[config.mk]
export PLATFORM = sky130hd
export DESIGN_NAME = imm_encoder
export DESIGN_NICKNAME = d
export VERILOG_FILES = /design/src/rtl/imm_encoder_pkg.sv /design/src/rtl/imm_encoder_pack.sv /design/src/rtl/imm_encoder.sv
export SDC_FILE = /design/constraint.sdc
export NUM_CORES = 1
export LEC_CHECK = 0
export BUFFER_PORTS_ARGS = -buffer_cell sky130_fd_sc_hd__buf_2
export CAP_MARGIN = 20
export CORE_MARGIN = 2
export CORE_UTILIZATION = 55
export DETAILED_ROUTE_END_ITERATION = 6
export PLACE_DENSITY = 0.89
export RECOVER_POWER = 25
export SLEW_MARGIN = 25
export SYNTH_ARGS = -nofsm -noshare
export SYNTH_HDL_FRONTEND = slang
export SYNTH_SLANG_ARGS = --single-unit
[constraint.sdc]
create_clock -name clk -period 3 [get_ports clk]
set_input_delay 0 -clock clk [delete_from_list [all_inputs] [get_ports clk]]
set_output_delay 0 -clock clk [all_outputs]
set_load 0.05 [all_outputs]
[src/rtl/imm_encoder_pkg.sv]
// Shared immediate-format codes, opcodes and FSM encoding for the immediate encoder.
package imm_encoder_pkg;

    localparam logic [2:0] IMM_I = 3'd0;
    localparam logic [2:0] IMM_S = 3'd1;
    localparam logic [2:0] IMM_B = 3'd2;
    localparam logic [2:0] IMM_U = 3'd3;
    localparam logic [2:0] IMM_J = 3'd4;

    localparam logic [6:0] OP_IMM = 7'b0010011;
    localparam logic [6:0] OP_LUI = 7'b0110111;

    typedef enum logic [1:0] {
        EMPTY      = 2'd0,
        HOLD_FIRST = 2'd1,
        HOLD_LAST  = 2'd2
    } enc_state_t;

    // True when the value survives a round trip through a 12-bit signed field.
    function automatic logic fits12(input logic [31:0] imm);
        return (&imm[31:11]) | ~(|imm[31:11]);
    endfunction

endpackage

[src/rtl/imm_encoder_pack.sv]
// Scatters an immediate into the format's bit positions of a base instruction and flags range errors.
// Purely combinational; no handshake.
module imm_pack
    import imm_encoder_pkg::*;
(
    input  logic [2:0]  sel,
    input  logic [31:0] base,
    input  logic [31:0] imm,
    output logic [31:0] inst,
    output logic        err
);

    logic signed [31:0] simm;
    assign simm = imm;

    always_comb begin
        inst = base;
        err  = 1'b0;
        case (sel)
            IMM_I: begin
                inst = {imm[11:0], base[19:0]};
                err  = (simm < -32'sd2048) || (simm > 32'sd2047);
            end
            IMM_S: begin
                inst = {imm[11:5], base[24:12], imm[4:0], base[6:0]};
                err  = (simm < -32'sd2048) || (simm > 32'sd2047);
            end
            IMM_B: begin
                inst = {imm[12], imm[10:5], base[24:12], imm[4:1], imm[11], base[6:0]};
                err  = imm[0] || (simm < -32'sd4096) || (simm > 32'sd4094);
            end
            IMM_U: begin
                inst = {imm[31:12], base[11:0]};
                err  = |imm[11:0];
            end
            IMM_J: begin
                inst = {imm[20], imm[10:1], imm[11], imm[19:12], base[11:0]};
                err  = imm[0] || (simm < -32'sd1048576) || (simm > 32'sd1048574);
            end
            default: begin
                // Unknown format: pass the base through untouched but flag it.
                inst = base;
                err  = 1'b1;
            end
        endcase
    end

endmodule

[src/rtl/imm_encoder.sv]
// Immediate encoder with load-immediate expansion; one registered output word per cycle.
// Input stalls while a word is held unless it is the last word and is consumed this cycle.
module imm_encoder
    import imm_encoder_pkg::*;
(
    input  logic        clk,
    input  logic        rst_n,
    input  logic        in_valid,
    output logic        in_ready,
    input  logic [2:0]  in_sel,
    input  logic        in_li,
    input  logic [31:0] in_base,
    input  logic [31:0] in_imm,
    output logic        out_valid,
    input  logic        out_ready,
    output logic [31:0] out_inst,
    output logic        out_last,
    output logic        out_err
);

    enc_state_t  state, state_nxt;
    logic [31:0] side_inst;
    logic        accept;

    logic [4:0]  rd;
    logic        li_fits;
    logic        li_two;
    logic [19:0] li_hi;
    logic [11:0] li_lo;
    logic [31:0] addi_word;

    logic [2:0]  pack_sel;
    logic [31:0] pack_base;
    logic [31:0] pack_imm;
    logic [31:0] pack_inst;
    logic        pack_err;

    assign rd      = in_base[11:7];
    assign li_fits = fits12(in_imm);
    assign li_lo   = in_imm[11:0];
    // Rounding the upper part up compensates for the sign-extended ADDI that follows.
    assign li_hi   = in_imm[31:12] + {19'd0, in_imm[11]};
    assign li_two  = in_li & ~li_fits & (li_lo != 12'd0);
    assign addi_word = {li_lo, rd, 3'b000, rd, OP_IMM};

    always_comb begin
        pack_sel  = in_sel;
        pack_base = in_base;
        pack_imm  = in_imm;
        if (in_li) begin
            if (li_fits) begin
                pack_sel  = IMM_I;
                pack_base = {12'd0, 5'd0, 3'b000, rd, OP_IMM};
                pack_imm  = in_imm;
            end else begin
                pack_sel  = IMM_U;
                pack_base = {20'd0, rd, OP_LUI};
                pack_imm  = {li_hi, 12'd0};
            end
        end
    end

    imm_pack u_pack (
        .sel  (pack_sel),
        .base (pack_base),
        .imm  (pack_imm),
        .inst (pack_inst),
        .err  (pack_err)
    );

    assign accept = in_valid & in_ready;

    always_ff @(posedge clk or negedge rst_n) begin
        if (!rst_n) state <= EMPTY;
        else        state <= state_nxt;
    end

    always_comb begin
        state_nxt = state;
        case (state)
            EMPTY:      if (accept) state_nxt = li_two ? HOLD_FIRST : HOLD_LAST;
            HOLD_FIRST: if (out_ready) state_nxt = HOLD_LAST;
            HOLD_LAST: begin
                if (accept)         state_nxt = li_two ? HOLD_FIRST : HOLD_LAST;
                else if (out_ready) state_nxt = EMPTY;
            end
            default:    state_nxt = EMPTY;
        endcase
    end

    always_comb begin
        in_ready  = (state == EMPTY) | ((state == HOLD_LAST) & out_ready);
        out_valid = (state != EMPTY);
        out_last  = (state == HOLD_LAST);
    end

    always_ff @(posedge clk or negedge rst_n) begin
        if (!rst_n) begin
            out_inst  <= 32'd0;
            out_err   <= 1'b0;
            side_inst <= 32'd0;
        end else if (accept) begin
            out_inst  <= pack_inst;
            out_err   <= pack_err & ~in_li;
            side_inst <= addi_word;
        end else if ((state == HOLD_FIRST) && out_ready) begin
            out_inst  <= side_inst;
            out_err   <= 1'b0;
        end
    end

endmodule

Yosys cells after proc, flatten, opt, wreduce, memory -nomap -nowiden
Cells that the tools add are included.
{"block": "word_totals", "input_bits": 72, "register_bits": 60, "wordCells": 64, "output_inout_bits": 36}
{"block": "op_classes", "reduce_logical": 16, "n_bitwise": 10, "addsub": 1, "n_lt_le_gt_ge": 6, "muxes": 18, "eq_ne": 9}
{"cell": "32-bit two-way mux", "count": 5}
{"cell": "32-bit one-hot mux with 5 select lines", "count": 1}
{"cell": "32-bit by 12-bit greater-than comparator with 1-bit output, second input constant", "count": 1}
{"cell": "32-bit by 13-bit greater-than comparator with 1-bit output, second input constant", "count": 1}
{"cell": "32-bit by 21-bit greater-than comparator with 1-bit output, second input constant", "count": 1}
{"cell": "32-bit by 12-bit less-than comparator with 1-bit output, second input constant", "count": 1}
{"cell": "32-bit by 13-bit less-than comparator with 1-bit output, second input constant", "count": 1}
{"cell": "32-bit by 21-bit less-than comparator with 1-bit output, second input constant", "count": 1}
{"cell": "21-bit AND reduction", "count": 1}
{"cell": "21-bit OR reduction", "count": 1}
{"cell": "20-bit by 1-bit adder with 20-bit output", "count": 1}
{"cell": "2-bit two-way mux", "count": 6}
{"cell": "12-bit nonzero test", "count": 1}
{"cell": "12-bit OR reduction", "count": 1}
{"cell": "3-bit by 2-bit == test with 1-bit output, second input constant", "count": 2}
{"cell": "6-bit two-way mux", "count": 1}
{"cell": "2-bit one-hot mux with 3 select lines", "count": 1}
{"cell": "1-bit AND", "count": 5}
{"cell": "1-bit logical OR", "count": 5}
{"cell": "2-bit inequality test, second input constant", "count": 2}
{"cell": "1-bit one-hot mux with 4 select lines", "count": 1}
{"cell": "2-bit nonzero test", "count": 2}
{"cell": "3-bit by 1-bit == test with 1-bit output, second input constant", "count": 1}
{"cell": "3-bit == test, second input constant", "count": 1}
{"cell": "other kinds (12)", "count": 16}

Depth between registers and ports, before layout
{"block": "logic_depth", "word_depth": 11, "depth_mapped": 13, "mapped_depth_nobuf": 11}

Cells and area by module
A second synthesis with hierarchy kept.
{"block": "unflattened", "cells_unflattened": 437, "area_unflattened_um2": 3945.0}
{"mod": "imm_encoder", "instances": 1, "area_per_inst_um2": 3178.0, "seq_area_each_um2": 1326.3, "cells_each": 322}
{"mod": "imm_pack", "instances": 1, "area_per_inst_um2": 767.0, "seq_area_each_um2": 0.0, "cells_each": 115}

Least setup slack after synthesis
No wires, ideal clock.
{"block": "synth_timing", "path_kind": "flip-flop to flip-flop", "startpoint": "reg state[1]", "endpoint": "reg out_inst[12]", "path_slack_ps": 578, "t_required_ps": 2879, "t_arrival_ps": 2301, "path_stages_with_launch": 8, "setup_time_ps": 121, "period_less_slack_ps": 2422, "n_path_buf": 2, "cell_sequence": "dfrtp_1 nor2b_1 nor2_1 nand2_1 and2_1 clkbuf_1 clkbuf_1 a22o_1"}
{"block": "synth_between", "elab_chain_cells": 5, "word_cells_on_any_way": 9, "cone_classes": "eq/ne: 2; mux: 1; bitwise: 3; reduce/logical: 3"}
{"element": "start, declared", "line_no": "imm_encoder.sv:21", "source": "enc_state_t state, state_nxt;"}
{"element": "start signal, assigned", "line_no": "imm_encoder.sv:75", "source": "else state <= state_nxt;"}
{"element": "2-bit == test", "line_no": "imm_encoder.sv:92", "source": "in_ready = (state == EMPTY) | ((state == HOLD_LAST) & out_ready);"}
{"element": "1-bit AND", "line_no": "imm_encoder.sv:92"}
{"element": "1-bit OR (*)", "line_no": "imm_encoder.sv:92"}
{"element": "via in_ready", "line_no": "imm_encoder.sv:9", "source": "output logic in_ready,"}
{"element": "1-bit AND (*)", "line_no": "imm_encoder.sv:71", "source": "assign accept = in_valid & in_ready;"}
{"element": "32-bit two-way mux or 2-bit nonzero test (tied branches)"}
{"element": "end signal, assigned", "line_no": "imm_encoder.sv:103", "source": "out_inst <= pack_inst;"}
{"element": "end signal, assigned", "line_no": "imm_encoder.sv:107", "source": "out_inst <= side_inst;"}
{"element": "end, declared", "line_no": "imm_encoder.sv:16", "source": "output logic [31:0] out_inst,"}
The timed path passes the listed nets; every way through them passes the cells marked *.
A chain may end at the register's enable or synchronous reset.

Worst setup path after layout
{"block": "layout_timing", "startpoint": "in in_imm[24]", "endpoint": "reg out_err"}
{"block": "layout_between", "elab_chain_cells": 11, "word_cells_on_any_way": 30, "cone_classes": "add/sub: 1; order compare: 6; eq/ne: 4; mux: 6; bitwise: 3; reduce/logical: 10"}
{"element": "start, declared", "line_no": "imm_encoder.sv:13", "source": "input logic [31:0] in_imm,"}
{"element": "parallel branches: the longest is 8 deep, another holds 32-bit by 21-bit less-than comparator with 1-bit output"}
{"element": "1-bit one-hot mux with 4 select lines (*)", "line_no": "imm_encoder_pack.sv:19", "source": "case (sel)"}
{"element": "1-bit AND (*)", "line_no": "imm_encoder.sv:104", "source": "out_err <= pack_err & ~in_li;"}
{"element": "1-bit two-way mux (*)", "line_no": "imm_encoder.sv:102", "source": "end else if (accept) begin"}
{"element": "end signal, assigned", "line_no": "imm_encoder.sv:104"}
{"element": "end, declared", "line_no": "imm_encoder.sv:18", "source": "output logic out_err"}
Mark *: on every way between the ends.

==> results.py <==
metrics = {
    "final_layout": {
        "antenna_cells": 0,
        "drive_above_1_share": 0.231,
        "fill_cells": 553,
        "final_nets": 690,
        "area_delta_synth_final_pct": 24.3,
    },
    "worst_hold_path": {
        "min_path_type": "input pin to flip-flop",
    },
    "place": {
        "dp_hpwl_um": 9850,
        "port_buffers": 107,
        "post-place-ws_ns": 0.0933,
        "gp_congestion": 0.982,
    },
    "cts": {
        "cts_tree": "yes",
        "clk_latency_ns": 0.32,
        "htreeDepth": 2,
        "clock-sinks": 53,
        "path_clk_slew_ns": 0.10,
        "postCtsSetupBuffers": 0,
        "cts_root_buf": "clkbuf_8",
        "cts_made_buffers": 5,
        "cts.path.max_buffers": 2,
    },
    "worst_setup_path": {
        "crit_chain": "buf_2 -> nor4_1 -> nand4_1 -> o21ai_2 -> o31a_2 -> o211ai_1 -> nor4_4 -> a31oi_1 -> a221oi_1 -> o211ai_1",
        "required_ns": 3.20,
        "cp.arrival_ns": 2.85,
        "path_class": "input pin to flip-flop",
        "crit_top_cell": "o211ai_1",
        "cp_slowest_stage_delay_ns": 0.60,
        "startpoint_type": "input pin",
        "crit_slowest_cell": "o21ai_2",
        "path_max_fanout": 16,
        "end_kind": "flip-flop",
    },
    "detailed_routing": {
        "drt_iter0_drc": 527,
        "wl_per_cell_um": 19.0,
        "routed_wl_um": 13500,
        "viasPerCell": 6.36,
        "vias": 4526,
        "post-route-drc-count": 12,
        "first_pass_iters": 7,
        "ant_nets": 0,
    },
    "grt": {
        "antenna_found_initial": 0,
        "grt_overflow": 0,
        "grt.total_usage": 0.341,
        "grt_first_pass_wirelength_um": 20500,
        "grt_max_degree": 33,
        "grt_pass1_vias": 4047,
    },
    "synth": {
        "syn-cell-area_sq_mm": 0.00389,
        "yosysTopAreaCell": "dfrtp_1",
        "ys_seq_elements": 53,
        "synth_common_cells": "94 x nand2_1, 53 x dfrtp_1, 42 x nor2_1",
        "synth_most_common_cell": "nand2_1",
        "yosys_most_used_dff": "dfrtp_1",
        "synth-edff-count": 0,
        "synthTopCellsByArea": "dfrtp_1 34%, nand2_1 9.1%, a21oi_1 4.5%",
        "synth-warning-count": 0,
        "syn_area_per_cell_sq_um": 7.93,
        "ys_types": 66,
        "netlist_instances": 491,
        "synth-seq-area-share": 0.341,
        "synth_top_area_share": 0.341,
        "async_flop_share": 1.00,
        "synth.net_count": 566,
    },
    "sta": {
        "setup_viol": 0,
        "worst_slack_ns": 0.346,
        "timing.hold.ws_ns": 0.0381,
        "drv_slew": 0,
        "tightest_slew_ns": 1.22,
        "finalHoldViolCount": 0,
        "tns_ns": 0,
        "skew_ns": 0.0144,
        "fmax_mhz": 377,
        "rsz0062_at_grt": "no",
        "relSlewSlack": 0.188,
        "fin_crit_sh": 0.885,
        "fin_crit_ns": 2.65,
    },
    "floorplanning": {
        "chipWidth_um": 88.2,
        "row_count": 30,
        "initial_utilization": 0.570,
        "core-area_sq_mm": 0.00683,
        "dieArea_sq_mm": 0.00777,
        "die-height_um": 88.2,
        "ioPinCount": 108,
    },
    "power": {
        "powerDensity_mw_per_mm2": 589,
        "leakagePower_nw": 2.16,
        "ir_drop_mv": 0.417,
    },
    "job": {
        "cap_violations": 0,
    },
    "status": {
        "failed_checks": "design-rule violations",
        "status": "complete, but fails checks",
    },
}
critical path: cells and delay by family:
family	cells	cell delay [ns]
and+or+nand+nor	3	1.08
buffers and inverters	1	0.17
AOI/OAI and AO/OA	6	1.59
path summary, 6_finish.rpt:
check	startpoint	endpoint	slack (ns)	cells past startpoint
hold / removal	in_base[1]	out_inst[1]$_DFFE_PN0P_	0.04	3
min in group asynchronous	rst_n	out_inst[16]$_DFFE_PN0P_	0.44	2
max in group asynchronous	rst_n	side_inst[4]$_DFFE_PN0P_	1.48	3
setup / recovery	in_imm[24]	out_err$_DFFE_PN0P_	0.35	10
setup reg to reg	state[1]$_DFFE_PN0P_	out_inst[22]$_DFFE_PN0P_	0.69	7
hold reg to reg	side_inst[27]$_DFFE_PN0P_	side_inst[27]$_DFFE_PN0P_	0.48	2
registers in the layout, indices dropped and copies added (netlist names):
signal	count
out_err	1
out_inst	32
side_inst	18
state	2
metal layers:
layer  part of all wire  GRT usage  vias to the layer above  wire [um]
met4              0.032      0.121                        0        433
met1               0.40      0.460                     2092       5380
met3               0.10     0.0518                       44       1400
met5                  0          0                        -          0
met2               0.47      0.560                      339       6300
li1                   -          -                     2051          -
where the power goes:
group	leakage, nW	internal (mW)	switching [mW]
logic	1.48	0.358	1.03
registers	0.636	0.917	0.119
clock network	0.0447	0.169	0.261
total	2.16	1.44	1.41
repair_timing:
item | in CTS | in global routing
endpoints found under the setup margin | 0 | 0
hold buffers | 20 | 1
gates resized for setup | 0 | 0
hold endpoints to repair | 43 | 1
kinds of logic after synthesis:
family                   Yosys count  synth area share
AO/OA/AOI/OAI                    142             0.240
XOR/XNOR                          14            0.0315
adder cells (fa/ha/maj)            3           0.00964
buffers and inverters             42            0.0491
flip-flops                        53             0.341
multiplexers                      12            0.0324
AND/OR/NAND/NOR                  225             0.297
cell type report:
cell class | instances | area (sq um) | area share
Clock inverter | 3 | 25.0 | 0.00517
Inverter | 10 | 37.5 | 0.00776
Timing Repair Buffer | 149 | 885 | 0.183
Sequential cell | 53 | 1330 | 0.274
Multi-Input combinational cell | 396 | 2380 | 0.491
Tap cell | 96 | 120 | 0.0248
Clock buffer | 5 | 68.8 | 0.0142
cells in the final DEF, fill, tap and decap left out, types with 15 or more instances in the layout:
cell type	count
buf_4	21
o21ai_0	31
nand3_1	17
nand2_1	94
dfrtp_1	53
nor2_1	42
dlygate4sd3_1	21
clkbuf_1	15
a31oi_1	15
a21oi_1	35
buf_2	92
through the flow:
stage | instance area (sq um) | cells | util | power (mW)
floorplan | 3890 | 491 | - | 2.01
global placement | 4550 | 683 | 0.667 | 2.36
detailed placement | 4550 | 683 | 0.667 | 2.40
CTS | 4850 | 711 | 0.710 | 2.84
global route | 4840 | 712 | 0.708 | 2.99
finish | 4840 | 712 | 0.708 | 2.85
Power figures use the tool's default switching activity.
